## config.mk

```make
export PLATFORM = sky130hd
export DESIGN_NAME = seg_dyn_scan_ctrl_flat
export DESIGN_NICKNAME = d
export VERILOG_FILES = /design/src/rtl/seg_pkg.sv /design/src/rtl/seg_dyn_scan_ctrl_if.sv /design/src/rtl/seg_dyn_scan_ctrl_bin2bcd.sv /design/src/rtl/seg_dyn_scan_ctrl.sv /design/src/flat_wrapper.sv
export SDC_FILE = /design/constraint.sdc
export NUM_CORES = 1
export LEC_CHECK = 0
export BUFFER_PORTS_ARGS = -buffer_cell sky130_fd_sc_hd__buf_4
export CORE_UTILIZATION = 44
export CTS_CLUSTER_SIZE = 40
export DETAILED_ROUTE_END_ITERATION = 16
export PLACE_DENSITY = 0.63
export SYNTH_ARGS = -nofsm -noshare
export SYNTH_HDL_FRONTEND = slang
export SYNTH_SLANG_ARGS = --single-unit
export TNS_END_PERCENT = 20
```

## constraint.sdc

```tcl
create_clock -name sys_clk -period 3 [get_ports sys_clk]
set_clock_uncertainty 0.05 [all_clocks]
set_input_delay 0.3 -clock sys_clk [delete_from_list [all_inputs] [get_ports sys_clk]]
set_output_delay 0.3 -clock sys_clk [all_outputs]
set_load 0.01 [all_outputs]
```

## src/rtl/seg_pkg.sv

```systemverilog
// rtl/seg_pkg.sv - shared constants, glyph table and BCD helpers for the scan controller
package seg_pkg;

    localparam int DIGITS = 6;
    localparam int DP_BIT = 7;

    localparam logic [7:0] SEG_0     = 8'hC0;
    localparam logic [7:0] SEG_1     = 8'hF9;
    localparam logic [7:0] SEG_2     = 8'hA4;
    localparam logic [7:0] SEG_3     = 8'hB0;
    localparam logic [7:0] SEG_4     = 8'h99;
    localparam logic [7:0] SEG_5     = 8'h92;
    localparam logic [7:0] SEG_6     = 8'h82;
    localparam logic [7:0] SEG_7     = 8'hF8;
    localparam logic [7:0] SEG_8     = 8'h80;
    localparam logic [7:0] SEG_9     = 8'h90;
    localparam logic [7:0] SEG_BLANK = 8'hFF;
    localparam logic [7:0] SEG_MINUS = 8'hBF;

    typedef enum logic [1:0] {
        BCD_IDLE   = 2'd0,
        BCD_LOAD   = 2'd1,
        BCD_SHIFT  = 2'd2,
        BCD_UPDATE = 2'd3
    } bcd_state_t;

    function automatic logic [7:0] seg_glyph(input logic [3:0] d);
        case (d)
            4'd0:    return SEG_0;
            4'd1:    return SEG_1;
            4'd2:    return SEG_2;
            4'd3:    return SEG_3;
            4'd4:    return SEG_4;
            4'd5:    return SEG_5;
            4'd6:    return SEG_6;
            4'd7:    return SEG_7;
            4'd8:    return SEG_8;
            4'd9:    return SEG_9;
            default: return SEG_BLANK;
        endcase
    endfunction

    // Double-dabble correction step: any nibble of 5 or more gets +3 before the shift.
    function automatic logic [23:0] bcd_adjust(input logic [23:0] b);
        logic [23:0] r;
        r = b;
        for (int i = 0; i < DIGITS; i++) begin
            if (b[4*i +: 4] >= 4'd5) r[4*i +: 4] = b[4*i +: 4] + 4'd3;
        end
        return r;
    endfunction

endpackage

```

## src/rtl/seg_dyn_scan_ctrl_if.sv

```systemverilog
// rtl/seg_dyn_scan_ctrl_if.sv - display data source and panel drive signals of the scan controller
interface seg_dyn_scan_ctrl_if;
    import seg_pkg::*;

    logic [19:0]       data;
    logic [DIGITS-1:0] point;
    logic              sign;
    logic              seg_en;
    logic [DIGITS-1:0] sel;
    logic [7:0]        seg;
    logic              busy;

    modport master (output data, point, sign, seg_en, input sel, seg, busy);
    modport slave  (input data, point, sign, seg_en, output sel, seg, busy);

endinterface

```

## src/rtl/seg_dyn_scan_ctrl_bin2bcd.sv

```systemverilog
// rtl/seg_dyn_scan_ctrl_bin2bcd.sv - sequential 20-bit to 6-digit BCD double-dabble engine
module bin2bcd_seq
    import seg_pkg::*;
(
    input  logic        sys_clk,
    input  logic        sys_rst_n,
    input  logic        start,
    input  logic [19:0] bin,
    output logic        busy,
    output logic        done,
    output logic [19:0] bin_q,
    output logic [23:0] bcd
);

    bcd_state_t  state, state_nxt;
    logic [43:0] sr;
    logic [43:0] sr_adj;
    logic [4:0]  shift_cnt;

    always_ff @(posedge sys_clk or negedge sys_rst_n) begin
        if (!sys_rst_n) state <= BCD_IDLE;
        else            state <= state_nxt;
    end

    always_comb begin
        state_nxt = state;
        case (state)
            BCD_IDLE:   if (start) state_nxt = BCD_LOAD;
            BCD_LOAD:   state_nxt = BCD_SHIFT;
            BCD_SHIFT:  if (shift_cnt == 5'd19) state_nxt = BCD_UPDATE;
            BCD_UPDATE: state_nxt = BCD_IDLE;
            default:    state_nxt = BCD_IDLE;
        endcase
    end

    always_comb begin
        busy = (state != BCD_IDLE);
        done = (state == BCD_UPDATE);
    end

    assign sr_adj = {bcd_adjust(sr[43:20]), sr[19:0]};

    always_ff @(posedge sys_clk or negedge sys_rst_n) begin
        if (!sys_rst_n) begin
            sr        <= '0;
            shift_cnt <= '0;
            bin_q     <= '0;
            bcd       <= '0;
        end else begin
            case (state)
                BCD_LOAD: begin
                    sr        <= {24'd0, bin};
                    bin_q     <= bin;
                    shift_cnt <= '0;
                end
                BCD_SHIFT: begin
                    sr        <= {sr_adj[42:0], 1'b0};
                    shift_cnt <= shift_cnt + 5'd1;
                end
                BCD_UPDATE: bcd <= sr[43:20];
                default: ;
            endcase
        end
    end

endmodule

```

## src/rtl/seg_dyn_scan_ctrl.sv

```systemverilog
// rtl/seg_dyn_scan_ctrl.sv - 6-digit multiplexed seven-segment scan controller (common anode)
module seg_dyn_scan_ctrl
    import seg_pkg::*;
#(
    parameter logic [15:0] CNT_SCAN_MAX = 16'd49_999,
    parameter logic [19:0] DATA_CLAMP   = 20'd999_999
) (
    input  logic          sys_clk,
    input  logic          sys_rst_n,
    seg_dyn_scan_ctrl_if.slave bus
);

    logic [15:0] cnt;
    logic [2:0]  idx;
    logic        tick;
    logic        first_q;
    logic [19:0] clamped;
    logic [19:0] bin_q;
    logic [23:0] bcd;
    logic        conv_busy;
    logic        conv_done;
    logic        start;
    logic [2:0]  lim;
    logic [3:0]  digit;
    logic [7:0]  glyph;

    assign clamped = (bus.data > DATA_CLAMP) ? DATA_CLAMP : bus.data;
    // Requests are only honoured in IDLE; first_q forces one conversion after reset.
    assign start   = first_q | (!conv_busy && !conv_done && (clamped != bin_q));
    assign tick    = (cnt == CNT_SCAN_MAX);

    bin2bcd_seq u_bin2bcd (
        .sys_clk   (sys_clk),
        .sys_rst_n (sys_rst_n),
        .start     (start),
        .bin       (clamped),
        .busy      (conv_busy),
        .done      (conv_done),
        .bin_q     (bin_q),
        .bcd       (bcd)
    );

    assign bus.busy = conv_busy;

    always_ff @(posedge sys_clk or negedge sys_rst_n) begin
        if (!sys_rst_n) begin
            first_q <= 1'b1;
            cnt     <= '0;
            idx     <= '0;
        end else begin
            first_q <= 1'b0;
            cnt     <= tick ? 16'd0 : cnt + 16'd1;
            if (tick) idx <= (idx == 3'(DIGITS - 1)) ? 3'd0 : idx + 3'd1;
        end
    end

    always_comb begin
        lim = 3'd0;
        for (int i = 1; i < DIGITS; i++) begin
            if ((bcd[4*i +: 4] != 4'd0) || bus.point[i]) lim = 3'(i);
        end
        digit = bcd[{idx, 2'b00} +: 4];
        if (idx <= lim)
            glyph = seg_glyph(digit);
        else if (bus.sign && (lim != 3'(DIGITS - 1)) && (idx == lim + 3'd1))
            glyph = SEG_MINUS;
        else
            glyph = SEG_BLANK;
        if (bus.point[idx]) glyph[DP_BIT] = 1'b0;
    end

    // sel and seg share one register stage so they always describe the same digit.
    always_ff @(posedge sys_clk or negedge sys_rst_n) begin
        if (!sys_rst_n) begin
            bus.sel <= 6'h3F;
            bus.seg <= SEG_BLANK;
        end else if (!bus.seg_en) begin
            bus.sel <= 6'h3F;
            bus.seg <= SEG_BLANK;
        end else begin
            bus.sel <= ~(6'b000001 << idx);
            bus.seg <= glyph;
        end
    end

endmodule

```

## src/flat_wrapper.sv

```systemverilog
// flat-port wrapper written by rule: the top's interface ports become plain ports
module seg_dyn_scan_ctrl_flat import seg_pkg::*;
#(
    parameter logic [15:0] CNT_SCAN_MAX = 16'd49_999,
    parameter logic [19:0] DATA_CLAMP   = 20'd999_999
)
  (sys_clk, sys_rst_n, bus_data, bus_point, bus_sign, bus_seg_en, bus_sel, bus_seg, bus_busy);
  seg_dyn_scan_ctrl_if bus_i ();
  input  logic sys_clk;
  input  logic sys_rst_n;
  input wire logic [$bits(bus_i.data)-1:0] bus_data;
  input wire logic [$bits(bus_i.point)-1:0] bus_point;
  input wire logic [$bits(bus_i.sign)-1:0] bus_sign;
  input wire logic [$bits(bus_i.seg_en)-1:0] bus_seg_en;
  output wire logic [$bits(bus_i.sel)-1:0] bus_sel;
  output wire logic [$bits(bus_i.seg)-1:0] bus_seg;
  output wire logic [$bits(bus_i.busy)-1:0] bus_busy;
  assign bus_i.data = bus_data;
  assign bus_i.point = bus_point;
  assign bus_i.sign = bus_sign;
  assign bus_i.seg_en = bus_seg_en;
  assign bus_sel = bus_i.sel;
  assign bus_seg = bus_i.seg;
  assign bus_busy = bus_i.busy;
  seg_dyn_scan_ctrl #(.CNT_SCAN_MAX(CNT_SCAN_MAX), .DATA_CLAMP(DATA_CLAMP)) u_core (.sys_clk(sys_clk), .sys_rst_n(sys_rst_n), .bus(bus_i));
endmodule
```

==> flow_metrics.py <==
metrics = {
    "clock_network": {
        "cts_root_buf": "clkbuf_16",
        "cts_sinks": 129,
        "cts_buffers": 17,
        "clkTransAtPathRegs_ns": 0.06,
        "cts_buffer_depth": 2,
        "insertion_delay_ns": 0.41,
        "cts_tree": "done",
        "post_cts_buffers": 0,
        "h-tree-depth": 4,
    },
    "final_layout": {
        "final_common_cell": "dfrtp_1",
        "final_cell_mix": "dfrtp_1 (114), nor2_1 (62), buf_4 (54)",
        "diodes": 0,
        "drive_gt1_frac": 0.214,
        "stdcell_area_sq_mm": 0.00798,
        "postLayoutCoreUtil": 0.527,
        "final_nets": 789,
        "area_growth_pct": 16.8,
        "fillers": 1336,
    },
    "synthesis": {
        "syn_area_sq_mm": 0.00683,
        "synth_compound_area_frac": 0.140,
        "synth_flop_cell": "dfrtp_1",
        "yosys.area_share.simple": 0.144,
        "synth_edf_count": 0,
        "ys_warn_count": 0,
        "synth.yosys.seq_area_share": 0.476,
        "ys_ff_latch": 129,
        "synth_top_family_by_area": "simple AND/OR/NAND/NOR gates",
        "synth_cell_type_count": 67,
        "synth_area_per_cell_sq_um": 10.0,
        "async_flop_share": 1.00,
        "synthMuxAreaShare": 0.0971,
        "synthXorXnorAreaFrac": 0.0449,
        "syn_nets": 742,
        "synthAdderAreaFrac": 0.0531,
        "syn_inst": 683,
    },
    "sta": {
        "hold_viol": 0,
        "setup_tns_ns": 0,
        "slew_viol_final": 0,
        "slew_headroom": 0.448,
        "setup_viol_count_final": 0,
        "fmaxAchievable_mhz": 361,
        "whs_ns": 0.0299,
        "worst_pin_slew_ns": 0.827,
        "period_minus_slack_ns": 2.77,
        "grt_setup_unrepaired": "false",
        "fin_crit_sh": 0.924,
    },
    "floorplanning": {
        "die_w_microns": 127,
        "die_h_microns": 127,
        "start_util": 0.451,
        "pin_count": 45,
        "core-area_sq_mm": 0.0151,
        "fp-row-count": 45,
        "die_area_sq_mm": 0.0160,
    },
    "detailed_routing": {
        "post_drt_wl_per_cell_microns": 15.2,
        "ant_nets": 0,
        "wl_met2_mm": 6.97,
        "route.met3.wl_microns": 534,
        "viasPerCell": 5.47,
        "routed_wl_mm": 14.2,
        "vias": 5089,
        "dr.pass1.iters": 4,
        "topRoutingLayerUsed": "met4",
        "drt_first_iter_violations": 266,
        "drc_errors": 0,
        "wl_met1_mm": 6.42,
    },
    "place": {
        "place_area_sq_mm": 0.00740,
        "dp_hpwl_mm": 10.1,
        "globalplace.congestion": 0.868,
        "io_buffers": 44,
    },
    "setup_path": {
        "worst_r2r_path_depth": 10,
        "required_ns": 3.26,
        "worstPathBufferInverterCount": 0,
        "cp.depth": 10,
        "crit_type": "flip-flop to flip-flop",
        "endpoint_kind": "flip-flop",
        "crit_chain": "or4_1 -> nor4_2 -> o31ai_1 -> ha_1 -> nor2b_1 -> o21a_1 -> o21ai_1 -> nand2_1 -> nor2_2 -> o21ai_0",
        "critPathTopFamily": "simple AND/OR/NAND/NOR gates",
        "slowest_delay_ns": 0.56,
        "crit_slowest_cell": "or4_1",
        "worst-path-max-fanout": 5,
        "startpoint_type": "flip-flop",
        "cp.arrival_ns": 3.03,
    },
    "power": {
        "ir_drop_mv": 0.454,
        "power_density_mw_per_mm2": 808,
        "p_leak_nw": 3.50,
    },
    "grt": {
        "grt_use_total": 0.193,
        "grt_pass1_wl_mm": 24.5,
        "grt_start_max_net_pins": 64,
        "grt.overflow.total": 0,
        "grt_pass1_vias": 5037,
        "antenna_found_initial": 0,
    },
    "min_path": {
        "min_path_type": "input port to flip-flop",
        "whs_path_depth": 2,
    },
    "run": {
        "drv_cap": 0,
    },
    "status": {
        "outcome": "finished, final reports clean",
    },
}
## path summary, 6_finish.rpt
| kind | start | end | slack [ns] |
|---|---|---|---|
| min in group asynchronous | sys_rst_n | u_core.u_bin2bcd.sr[43] | 0.46 |
| worst min-delay path | bus_seg_en | u_core.bus.sel[3] | 0.03 |
| worst min register to register | u_core.u_bin2bcd.sr[8] | u_core.u_bin2bcd.sr[8] | 0.44 |
| worst max-delay path | u_core.u_bin2bcd.bcd[16] | u_core.bus.seg[2] | 0.23 |
| worst max register to register | u_core.u_bin2bcd.bcd[16] | u_core.bus.seg[2] | 0.23 |
| max in group asynchronous | sys_rst_n | u_core.first_q | 1.71 |
## layout make-up
type,instances,area [sq um],share of cell area
multi-input combinational,473,3280,0.412
sequential,129,3250,0.407
clock buffer,22,475,0.0596
timing repair buffer,57,455,0.0571
tap,188,235,0.0295
inverter,52,195,0.0245
clock inverter,10,85.1,0.0107
## cells in the mapped netlist (13+ instances only)
library cell  count  area [sq um]
mux2_2           36           405
clkbuf_1         21          78.8
nand3_1          28           140
nand2_1          44           165
nand2b_1         16           100
a21oi_1          45           225
dfrtp_1         114          2850
mux2i_1          13           130
xnor2_1          20           175
nor2_1           63           236
nor3_1           14          70.1
ha_1             29           363
xor2_1           15           131
inv_1            49           184
dfstp_2          15           394
o22ai_1          18           113
o21ai_0          37           185
## metrics by stage
stage / power (mW) / instances / setup slack (ns)
2_1_floorplan: 3.97 / 683 / 0.323
3_3_place_gp: 4.46 / 898 / 0.187
3_5_place_dp: 4.54 / 898 / 0.0406
4_1_cts: 6.51 / 931 / 0.0419
5_1_grt: 6.91 / 931 / 0.0182
6_report: 6.45 / 931 / 0.227
## registers in the layout (all words and copies together), names as in the netlist
signal,count
u_core.u_bin2bcd.bcd,24
u_core.u_bin2bcd.state,2
u_core.bus.seg,8
u_core.bus.sel,6
u_core.u_bin2bcd.sr,44
u_core.first_q,1
u_core.cnt,16
u_core.u_bin2bcd.bin_q,20
u_core.idx,3
u_core.u_bin2bcd.shift_cnt,5
## power by group
group / total, mW / leakage [nW] / internal [mW] / switching (mW)
logic: 2.11 / 1.60 / 0.888 / 1.23
registers: 2.39 / 1.63 / 2.15 / 0.249
clock network: 1.94 / 0.267 / 1.20 / 0.741
## kinds of logic after synthesis
logic type               Yosys count
AND/OR/NAND/NOR                  200
AO/OA/AOI/OAI                    153
flip-flops                       129
buffers and inverters             81
multiplexers                      55
XOR/XNOR                          35
adder cells (fa/ha/maj)           29
other                              1
## routing by layer
| layer | global-route usage | up-vias |
|---|---|---|
| li1 | - | 2490 |
| met1 | 0.245 | 2475 |
| met2 | 0.319 | 106 |
| met3 | 0.0460 | 18 |
| met4 | 0.0723 | 0 |
| met5 | 0 | - |
## what timing repair did
item / 4_1_cts / 5_1_grt
hold buffers: 1 / 0
setup endpoints to repair: 0 / 6
hold endpoints to repair: 47 / 0
gates resized for setup: 0 / 3
Note: power is estimated with default switching activity, not from simulation.
